`src/rtl/sipo_deserializer_pkg.sv`:
```
// sipo_deserializer_pkg: shared constants and output-stage state type
package sipo_deserializer_pkg;
  localparam int DEFAULT_DATA_WIDTH = 16;
  typedef enum logic {OUT_EMPTY, OUT_FULL} out_state_t;
endpackage

```
`src/rtl/sipo_out_stage.sv`:
```
// sipo_out_stage: output holding register, empty/full handshake and sticky overflow
module sipo_out_stage
  import sipo_deserializer_pkg::*;
#(
  parameter int DATA_WIDTH = DEFAULT_DATA_WIDTH
) (
  input  logic                  clk,
  input  logic                  reset,
  input  logic                  word_done,
  input  logic [DATA_WIDTH-1:0] word,
  input  logic                  dout_ready,
  output logic [DATA_WIDTH-1:0] dout,
  output logic                  dout_valid,
  output logic                  overflow
);
  out_state_t state, state_nxt;
  logic load, drop;
  always_ff @(posedge clk or posedge reset) begin
    if (reset) begin
      state    <= OUT_EMPTY;
      dout     <= '0;
      overflow <= 1'b0;
    end else begin
      state <= state_nxt;
      if (load) dout <= word;
      if (drop) overflow <= 1'b1;
    end
  end
  // a completion while full is only accepted if the held word leaves on the same edge
  always_comb begin
    load      = word_done && (state == OUT_EMPTY || dout_ready);
    drop      = word_done && state == OUT_FULL && !dout_ready;
    state_nxt = load ? OUT_FULL : (state == OUT_FULL && dout_ready) ? OUT_EMPTY : state;
  end
  assign dout_valid = state == OUT_FULL;
endmodule

```
`src/rtl/sipo_deserializer.sv`:
```
// sipo_deserializer: serial-in parallel-out word assembler with registered output handshake
module sipo_deserializer
  import sipo_deserializer_pkg::*;
#(
  parameter  int DATA_WIDTH = DEFAULT_DATA_WIDTH,
  parameter  bit MSB_FIRST  = 1'b0,
  localparam int CNT_W      = $clog2(DATA_WIDTH)
) (
  input  logic                  clk,
  input  logic                  reset,
  input  logic                  din,
  input  logic                  din_en,
  output logic [DATA_WIDTH-1:0] dout,
  output logic                  dout_valid,
  input  logic                  dout_ready,
  output logic [CNT_W-1:0]      bit_count,
  output logic                  overflow
);
  logic [DATA_WIDTH-1:0] sr, word;
  logic last;
  assign last = din_en && bit_count == CNT_W'(DATA_WIDTH - 1);
  // word is the register after this edge's shift, so the final bit is included on completion
  assign word = MSB_FIRST ? {sr[DATA_WIDTH-2:0], din} : {din, sr[DATA_WIDTH-1:1]};
  always_ff @(posedge clk or posedge reset) begin
    if (reset) begin
      sr        <= '0;
      bit_count <= '0;
    end else if (din_en) begin
      sr        <= word;
      bit_count <= last ? '0 : bit_count + 1'b1;
    end
  end
  sipo_out_stage #(.DATA_WIDTH(DATA_WIDTH)) u_out (
    .clk        (clk),
    .reset      (reset),
    .word_done  (last),
    .word       (word),
    .dout_ready (dout_ready),
    .dout       (dout),
    .dout_valid (dout_valid),
    .overflow   (overflow)
  );
endmodule

```
`config.mk`:
```
export PLATFORM = sky130hd
export DESIGN_NAME = sipo_deserializer
export DESIGN_NICKNAME = d
export VERILOG_FILES = /design/src/rtl/sipo_deserializer_pkg.sv /design/src/rtl/sipo_out_stage.sv /design/src/rtl/sipo_deserializer.sv
export SDC_FILE = /design/constraint.sdc
export NUM_CORES = 1
export LEC_CHECK = 0
export ABC_CLOCK_PERIOD_IN_PS = 3400
export CORE_ASPECT_RATIO = 1.5
export CORE_MARGIN = 4
export CORE_UTILIZATION = 54
export CTS_CLUSTER_SIZE = 24
export DETAILED_ROUTE_END_ITERATION = 7
export PLACE_DENSITY = 0.92
export SKIP_LAST_GASP = 1
export SLEW_MARGIN = 40
export SYNTH_ARGS = -nofsm -noshare
export SYNTH_HDL_FRONTEND = slang
export SYNTH_SLANG_ARGS = --single-unit
```
`constraint.sdc`:
```
create_clock -name clk -period 3.4 [get_ports clk]
set_input_delay 0.68 -clock clk [delete_from_list [all_inputs] [get_ports clk]]
set_output_delay 0.68 -clock clk [all_outputs]
set_load 0.05 [all_outputs]
```
# Word-level counts from Yosys, hierarchy flattened
# Cells that the tools add are included.
classes:
  add_sub_neg: 1
  multipliers: 0
  div_mod_pow: 0
  magnitude_cmp: 0
  n_eq_ne: 1
  shift: 0
  mux: 3
  n_bitwise: 1
  reduce_logical: 8
ops:
  columns: ["op", "n"]
  rows:
  - ["logical AND 1 bit", 5]
  - ["adder 4 x 1 -> 4 bit, second input constant", 1]
  - ["equality test 4 bit, second input constant", 1]
  - ["two-way mux 4 bit", 1]
  - ["two-way mux 1 bit", 2]
  - ["nonzero test 2 bit", 1]
  - ["logical NOT 1 bit", 1]
  - ["logical OR 1 bit", 1]
  - ["NOT 1 bit", 1]
word_totals:
  ff_bits: 38
  latchBits: 0
  ramBits: 0
  romBits: 0
  inputBits: 5
  out_inout_bits: 22
  wordCells: 19
  n_memories: 0

# Depth between registers and ports, before layout
# Gate-level depths: netlist (run 1).
depth:
  ltp_word: 4
  depth_mapped: 6
  ltp_nobuf: 4

# Modules after synthesis
# From an unflattened synthesis (run 1), not the netlist that was laid out.
hier_totals:
  hier_cells: 91
  area_unflattened_um2: 1488.9
by_module_without_submodules:
  columns: ["module", "n_inst", "cells_each", "area_each_um2", "seq_area_each_um2"]
  rows:
  - ["sipo_deserializer", 1, 50, 757.0, 475.5]
  - ["sipo_out_stage", 1, 41, 732.0, 450.4]

# Worst setup path after synthesis (run 1)
# OpenSTA, ideal clock, no wires.
synth_timing:
  kind: "reg-to-reg"
  startpoint: "reg bit_count[1]"
  endpoint: "reg u_out.dout[0]"
  setup_time_ps: 125
  t_arrival_ps: 1785
  required_ps: 3275
  slack_ps: 1490
  path_stages_with_launch: 7
  n_path_buf: 2
  synth_period_minus_slack_ps: 1910
  path_cell_list: "dfrtp_1 > ha_1 > nand4_2 > nor2b_2 > buf_6 > buf_12 > mux2_4"
synth_via:
  elab_chain_cells: 3
synth_rtl:
  columns: ["element", "line", "source"]
  rows:
  - ["start: declaration", "sipo_deserializer.sv:16", "output logic [CNT_W-1:0] bit_count,"]
  - ["start signal: assignment", "sipo_deserializer.sv:30", "bit_count <= last ? '0 : bit_count + 1'b1;"]
  - ["equality test 4 bit", "sipo_deserializer.sv:21", "assign last = din_en && bit_count == CNT_W'(DATA_WIDTH - 1);"]
  - ["logical AND 1 bit", "sipo_deserializer.sv:21", null]
  - ["logical AND 1 bit", "sipo_out_stage.sv:31", "load = word_done && (state == OUT_EMPTY || dout_ready);"]
  - ["end signal: assignment", "sipo_out_stage.sv:25", "if (load) dout <= word;"]
  - ["end: declaration", "sipo_out_stage.sv:12", "output logic [DATA_WIDTH-1:0] dout,"]
# No other way between the ends.
# A chain may end at the register's enable or synchronous reset.

# Worst setup path after layout (run 1)
layout_timing:
  startpoint: "reg bit_count[2]"
  endpoint: "out bit_count[2]"
# No word-level cell between the ends.

==> results of run 1 <==
[layer usage]
layer  vias up  part of all wire  wire, µm  GRT usage
met5         -                 0         0          0
met4         0             0.024        57     0.0719
met3         5             0.055       132     0.0616
met2        24              0.51      1220      0.259
met1       399              0.41       969      0.193
li1        379                 -         -          -
[sequential cells by signal, summed over array words and instances, names as in the netlist]
name              cells
bit_count             4
sr                   15
u_out.dout           16
u_out.dout_valid      1
u_out.overflow        1
[metrics by stage]
step	power, mW	cell area (µm²)	util	std cells
2_1_floorplan	1.29	1470	-	90
5_1_grt	1.87	1810	0.716	158
4_1_cts	1.79	1810	0.716	158
6_report	1.77	1810	0.716	158
3_3_place_gp	1.53	1760	0.694	151
3_5_place_dp	1.56	1760	0.694	151
[final cells by class]
| cell class | count | area [µm²] |
|---|---|---|
| tap | 36 | 45.0 |
| fill | 190 | 719 |
| multi-input combinational | 47 | 497 |
| timing repair buffer | 29 | 283 |
| sequential | 37 | 926 |
| inverter | 2 | 7.51 |
| clock buffer | 7 | 55.1 |
[power by group through the flow]
stage	combinational [mW]	sequential, mW	clock (mW)
4_1_cts	0.827	0.732	0.235
3_3_place_gp	0.804	0.730	0
6_report	0.817	0.729	0.228
5_1_grt	0.860	0.756	0.258
2_1_floorplan	0.219	1.07	0
3_5_place_dp	0.823	0.739	0
[cell usage in the layout (no fill, tap or decap)]
| master | synthesis | routed |
|---|---|---|
| mux2_2 | 22 | 22 |
| buf_4 | 0 | 3 |
| nand4_1 | 1 | 1 |
| xnor2_1 | 1 | 1 |
| mux2_4 | 10 | 10 |
| ha_1 | 1 | 1 |
| inv_1 | 2 | 2 |
| a21oi_1 | 1 | 1 |
| clkdlybuf4s50_1 | 0 | 26 |
| nand3_1 | 1 | 1 |
| clkbuf_8 | 0 | 1 |
| clkbuf_1 | 0 | 1 |
| dfrtp_1 | 37 | 37 |
| o21bai_1 | 1 | 1 |
| nand2_1 | 3 | 3 |
| nor2b_2 | 1 | 1 |
| nand2b_1 | 1 | 1 |
| o21ai_0 | 3 | 3 |
| clkbuf_4 | 0 | 5 |
| nand4_2 | 1 | 1 |
[how the worst min path moves through the flow]
stage / start / to / slack (ns) / cells after the start
2_1_floorplan: sr[1] / u_out.dout[0] / 0.48 / 1
3_3_place_gp: u_out.overflow / u_out.overflow / 0.47 / 1
3_5_place_dp: u_out.overflow / u_out.overflow / 0.49 / 1
4_1_cts: u_out.overflow / u_out.overflow / 0.51 / 1
5_1_grt: u_out.overflow / u_out.overflow / 0.52 / 1
6_report: u_out.overflow / u_out.overflow / 0.51 / 1
[cell families after synthesis]
logic type,Yosys count,synth area share
AO/OA/AOI/OAI,5,0.0187
flip-flops,37,0.629
buffers and inverters,6,0.0332
XOR/XNOR,1,0.00595
multiplexers,32,0.270
adder cells (fa/ha/maj),1,0.00850
AND/OR/NAND/NOR,8,0.0340
==> summary.md, run 1 <==
| Metric | Value |
|---|---|
| Status | `complete, no violations` |
| Max Cap Viol | `0` |
| Post-DP HPWL | `1.66 mm` |
| Number of synthesized flops with an enable pin | `0` |
| Final worst-path setup slack | `1.10 ns` |
| Initial core utilization | `0.581` |
| Clk_lat worst skew | `0.33 ns` |
| Crit. Startpoint | `bit_count[2]` |
| Core area | `0.00253 mm²` |
| Gr ovfl total | `0` |
| Reg2reg end | `u_out.dout[11]` |
| Largest net degree at the start of global routing | `38` |
| Leakage | `0.819 nW` |
| Worst reg-to-reg path cell count | `5` |
| CP Data Required Time | `2.72 ns` |
| Reg2reg start | `bit_count[0]` |
| Net Count, Synth | `96` |
| Worst-path clk slew | `0.10 ns` |
| Total CTS buffers | `5` |
| Die X | `50.6 µm` |
| RSZ-0062 raised after global routing | `no` |
| Final setup TNS | `0 ns` |
| Nets | `128` |
| DR vias | `807` |
| Switching share of power | `0.413` |
| CP endpoint | `bit_count[2]` |
| Row cnt | `22` |
| CTS tree | `built` |
| Per-cell routed wire length | `15.1 µm` |
| Power per cell area | `979 mW/mm²` |
| Synthesized netlist cell count | `90` |
| Clock tree root driver cell | `clkbuf_4` |
| Post-CTS Resized | `0` |
| Initial antenna violation count | `0` |
| Worst-margin pin slew | `0.521 ns` |
| Sequential Power Share | `0.411` |
| Top cells by count, synth | `37 x dfrtp_1, 22 x mux2_2, 10 x mux2_4, 3 x nand2_1, 3 x o21ai_0` |
| WS Path Type | `register to output port` |
| DRC Markers | `0` |
| Vias in the first global route | `903` |
| CTS Hold Bufs | `0` |
| Crit-path leading delay family | `buffers and inverters` |
| P&R area growth vs syn | `23.2%` |
| Global Route Usage Sum | `0.162` |
| Syn avg cell area | `16.3 µm²` |
| Slew headroom | `0.651` |
| Seq/Total Area, Yosys | `0.629` |
| CP startpoint kind | `register` |
| Minimum clock period | `2.30 ns` |
| Critical path depth | `1` |
| Layout cells sized above 1 | `0.352` |
| Die height | `71.9 µm` |
| Combinational Power Share | `0.461` |
| Dominant cell type by area after synthesis | `dfrtp_1` |
| Type of the most critical hold path | `register to register` |
| Vias per Instance | `5.11` |
| Final ANT Viol Nets | `0` |
| Crit share post-route | `0.677` |
| Share of flip-flops with an asynchronous set or reset | `1.00` |
| Top cells by area, synth | `dfrtp_1 63%, mux2_2 17%, mux2_4 10%` |
| Cell Chain, Critical Path | `clkdlybuf4s50_1` |
| H-tree levels | `2` |
| CP bufs+invs | `1` |
| Pre-CTS WS | `0.796 ns` |
| Total clock sinks | `37` |
| TritonRoute pass-1 iters | `3` |
| Psw | `0.733 mW` |
| VDD IR-drop max | `0.723 mV` |
| Crit-path max cell delay | `0.84 ns` |
| I/O pin count | `27` |
| Mapped Area | `0.00147 mm²` |
| Arr. time, crit path | `1.62 ns` |
| # Post-CTS Setup Buffers | `0` |
| Placer Congestion | `0.694` |
| Fmax | `434 MHz` |
| Buffers on Ports | `26` |
| Post-synth cell types | `18` |
| Warnings from Yosys | `0` |
| Hold WS | `0.508 ns` |
| Critical path's slowest cell | `clkdlybuf4s50_1` |
| Crit Path Max Fanout | `5` |
| Cell internal pwr | `1.04 mW` |
| Inserted Diodes | `0` |
| Max-slew violation count | `0` |
| Most common cell in the netlist | `dfrtp_1` |
| Worst Skew | `0.00425 ns` |
| Synth top area share | `0.629` |
| Final setup fails | `0` |
| Ys flop type | `dfrtp_1` |
| Final WL | `2.38 mm` |
| Die area | `0.00364 mm²` |
| Clock Tree Buf Depth | `2` |
| Initial detailed-routing violation count | `21` |
| First-pass GRT wire length | `4.31 mm` |
| Hold Vio Cnt, Final | `0` |
| Synth Register Bits | `37` |
| Clock Power Share | `0.129` |
| CP Capture Type | `output port` |
| Internal reg-to-reg setup slack | `1.31 ns` |
Note: power is estimated with default switching activity, not from simulation.
==> run 2: changes to the inputs <==
--- a/config.mk
+++ b/config.mk
@@ -5,13 +5,13 @@
 export SDC_FILE = /design/constraint.sdc
 export NUM_CORES = 1
 export LEC_CHECK = 0
-export ABC_CLOCK_PERIOD_IN_PS = 3400
+export ABC_CLOCK_PERIOD_IN_PS = 2100
 export CORE_ASPECT_RATIO = 1.5
 export CORE_MARGIN = 4
-export CORE_UTILIZATION = 54
+export CORE_UTILIZATION = 45
 export CTS_CLUSTER_SIZE = 24
 export DETAILED_ROUTE_END_ITERATION = 7
-export PLACE_DENSITY = 0.92
+export PLACE_DENSITY = 0.83
 export SKIP_LAST_GASP = 1
 export SLEW_MARGIN = 40
 export SYNTH_ARGS = -nofsm -noshare
==> constraint.sdc (replaced) <==
create_clock -name clk -period 2.1 [get_ports clk]
set_input_delay 0.42 -clock clk [delete_from_list [all_inputs] [get_ports clk]]
set_output_delay 0.42 -clock clk [all_outputs]
set_load 0.05 [all_outputs]
==> run 2 against run 1 <==
Against the previous run: first-iteration DRC count shrank 71%; cell area grew 2.7%; sequential power grew 63%; largest power group unchanged; routed wire length grew 5.0%; worst hold slack lost 0.023 ns; combinational power grew 63%.
==> summary.md, run 2 (same netlist as run 1, synthesis figures left out) <==
| Metric | Value |
|---|---|
| Placer Congestion | `0.690` |
| Largest Register | `u_out.dout` |
| Nets | `128` |
| Hold Vio Cnt, Final | `0` |
| Total clock sinks | `37` |
| WS Path Type | `register to output port` |
| VDD IR-drop max | `0.994 mV` |
| Hold WS | `0.485 ns` |
| CP bufs+invs | `1` |
| Final WL | `2.50 mm` |
| Fmax | `503 MHz` |
| Largest net degree at the start of global routing | `38` |
| TritonRoute pass-1 iters | `4` |
| Cell Chain, Critical Path | `clkdlybuf4s50_1` |
| Leakage | `0.835 nW` |
| P&R area growth vs syn | `26.5%` |
| Initial detailed-routing violation count | `6` |
| CTS tree | `built` |
| Per-cell routed wire length | `15.4 µm` |
| CTS Hold Bufs | `0` |
| Power per cell area | `1610 mW/mm²` |
| CP startpoint kind | `register` |
| Inserted Diodes | `0` |
| Total CTS buffers | `5` |
| CP Data Required Time | `1.68 ns` |
| Row cnt | `25` |
| Max Cap Viol | `0` |
| Clock tree root driver cell | `clkbuf_8` |
| Crit-path max cell delay | `0.84 ns` |
| I/O pin count | `27` |
| H-tree levels | `2` |
| Most common library cell in the layout ignoring fill and taps | `dfrtp_1` |
| Max FFs per register | `16` |
| Vias in the first global route | `925` |
| Gr ovfl total | `0` |
| Clock Tree Buf Depth | `2` |
| Type of the most critical hold path | `register to register` |
| Slew headroom | `0.664` |
| DR vias | `800` |
| DRC Markers | `0` |
| Status | `complete, no violations` |
| Arr. time, crit path | `1.57 ns` |
| First-pass GRT wire length | `4.35 mm` |
| Final setup TNS | `0 ns` |
| Global Route Usage Sum | `0.145` |
| Crit share post-route | `0.947` |
| Die area | `0.00427 mm²` |
| Initial antenna violation count | `0` |
| Crit-path leading delay family | `buffers and inverters` |
| Most frequent cells in the layout | `37 x dfrtp_1, 26 x clkdlybuf4s50_1, 22 x mux2_2` |
| Layout cells sized above 1 | `0.352` |
| Post-DP HPWL | `1.75 mm` |
| RSZ-0062 raised after global routing | `no` |
| Clk_lat worst skew | `0.29 ns` |
| Initial core utilization | `0.466` |
| Die X | `54.7 µm` |
| Die height | `78.0 µm` |
| Minimum clock period | `1.99 ns` |
| Worst Skew | `0.00314 ns` |
| Crit Path Max Fanout | `5` |
| Final setup fails | `0` |
| # Post-CTS Setup Buffers | `0` |
| Buffers on Ports | `26` |
| Max-slew violation count | `0` |
| Final ANT Viol Nets | `0` |
| Worst-path clk slew | `0.07 ns` |
| Vias per Instance | `4.94` |
| CP Capture Type | `output port` |
| Core area | `0.00316 mm²` |
| Power, Total | `3.00 mW` |
| Post-CTS Resized | `0` |
| Worst-margin pin slew | `0.502 ns` |
| Critical path's slowest cell | `clkdlybuf4s50_1` |
| Top flop regs | `u_out.dout x16, sr x15, bit_count x4` |
run 2: layer usage:
metal | GRT usage | share of wire
met2 | 0.222 | 0.52
met3 | 0.0398 | 0.053
met1 | 0.169 | 0.40
met5 | 0 | 0
met4 | 0.0973 | 0.020
run 2: final timing paths:
| path | start | endpoint | slack [ns] | cells past startpoint |
|---|---|---|---|---|
| setup / recovery | bit_count[2] | bit_count[2] | 0.11 | 1 |
| hold / removal | u_out.overflow | u_out.overflow | 0.48 | 1 |
| setup reg to reg | bit_count[0] | u_out.dout[15] | 0.44 | 5 |
| hold reg to reg | u_out.overflow | u_out.overflow | 0.48 | 1 |
| max in group asynchronous | reset | u_out.dout[3] | 1.24 | 3 |
| min in group asynchronous | reset | u_out.dout[4] | 0.54 | 3 |
run 2: power breakdown:
group	internal (mW)	total (mW)	switching, mW
combinational	0.546	1.33	0.780
clock	0.260	0.493	0.233
sequential	0.987	1.19	0.198
total	1.79	3.00	1.21
run 2: worst register-to-register path: stages (launching register included):
cell     delay (ns)
dfrtp_1        0.42
ha_1           0.24
nand4_2        0.16
nor2b_2        0.19
buf_12         0.18
mux2_2         0.35
run 2: through the flow:
stage / instances / util / cell area [µm²] / setup slack (ns)
6_report: 162 / 0.589 / 1860 / 0.112
5_1_grt: 162 / 0.589 / 1860 / 0.0600
4_1_cts: 162 / 0.589 / 1860 / 0.0885
3_5_place_dp: 155 / 0.562 / 1780 / 0.213
3_3_place_gp: 155 / 0.562 / 1780 / 0.247
2_1_floorplan: 90 / - / 1470 / 0.190
run 2: area by class of cell:
cell class / count / area (µm²)
Clock buffer: 7 / 86.3
Fill cell: 266 / 1300
Inverter: 2 / 7.51
Multi-Input combinational cell: 47 / 497
Sequential cell: 37 / 926
Tap cell: 40 / 50.0
Timing Repair Buffer: 29 / 295
==> run 3: changes to the inputs <==
--- a/config.mk
+++ b/config.mk
@@ -13,7 +13,6 @@
 export DETAILED_ROUTE_END_ITERATION = 7
 export PLACE_DENSITY = 0.83
 export SKIP_LAST_GASP = 1
-export SLEW_MARGIN = 40
 export SYNTH_ARGS = -nofsm -noshare
 export SYNTH_HDL_FRONTEND = slang
 export SYNTH_SLANG_ARGS = --single-unit
==> results of run 3 <==
The final DEF is identical to that of run 2; final timing and power are the same.
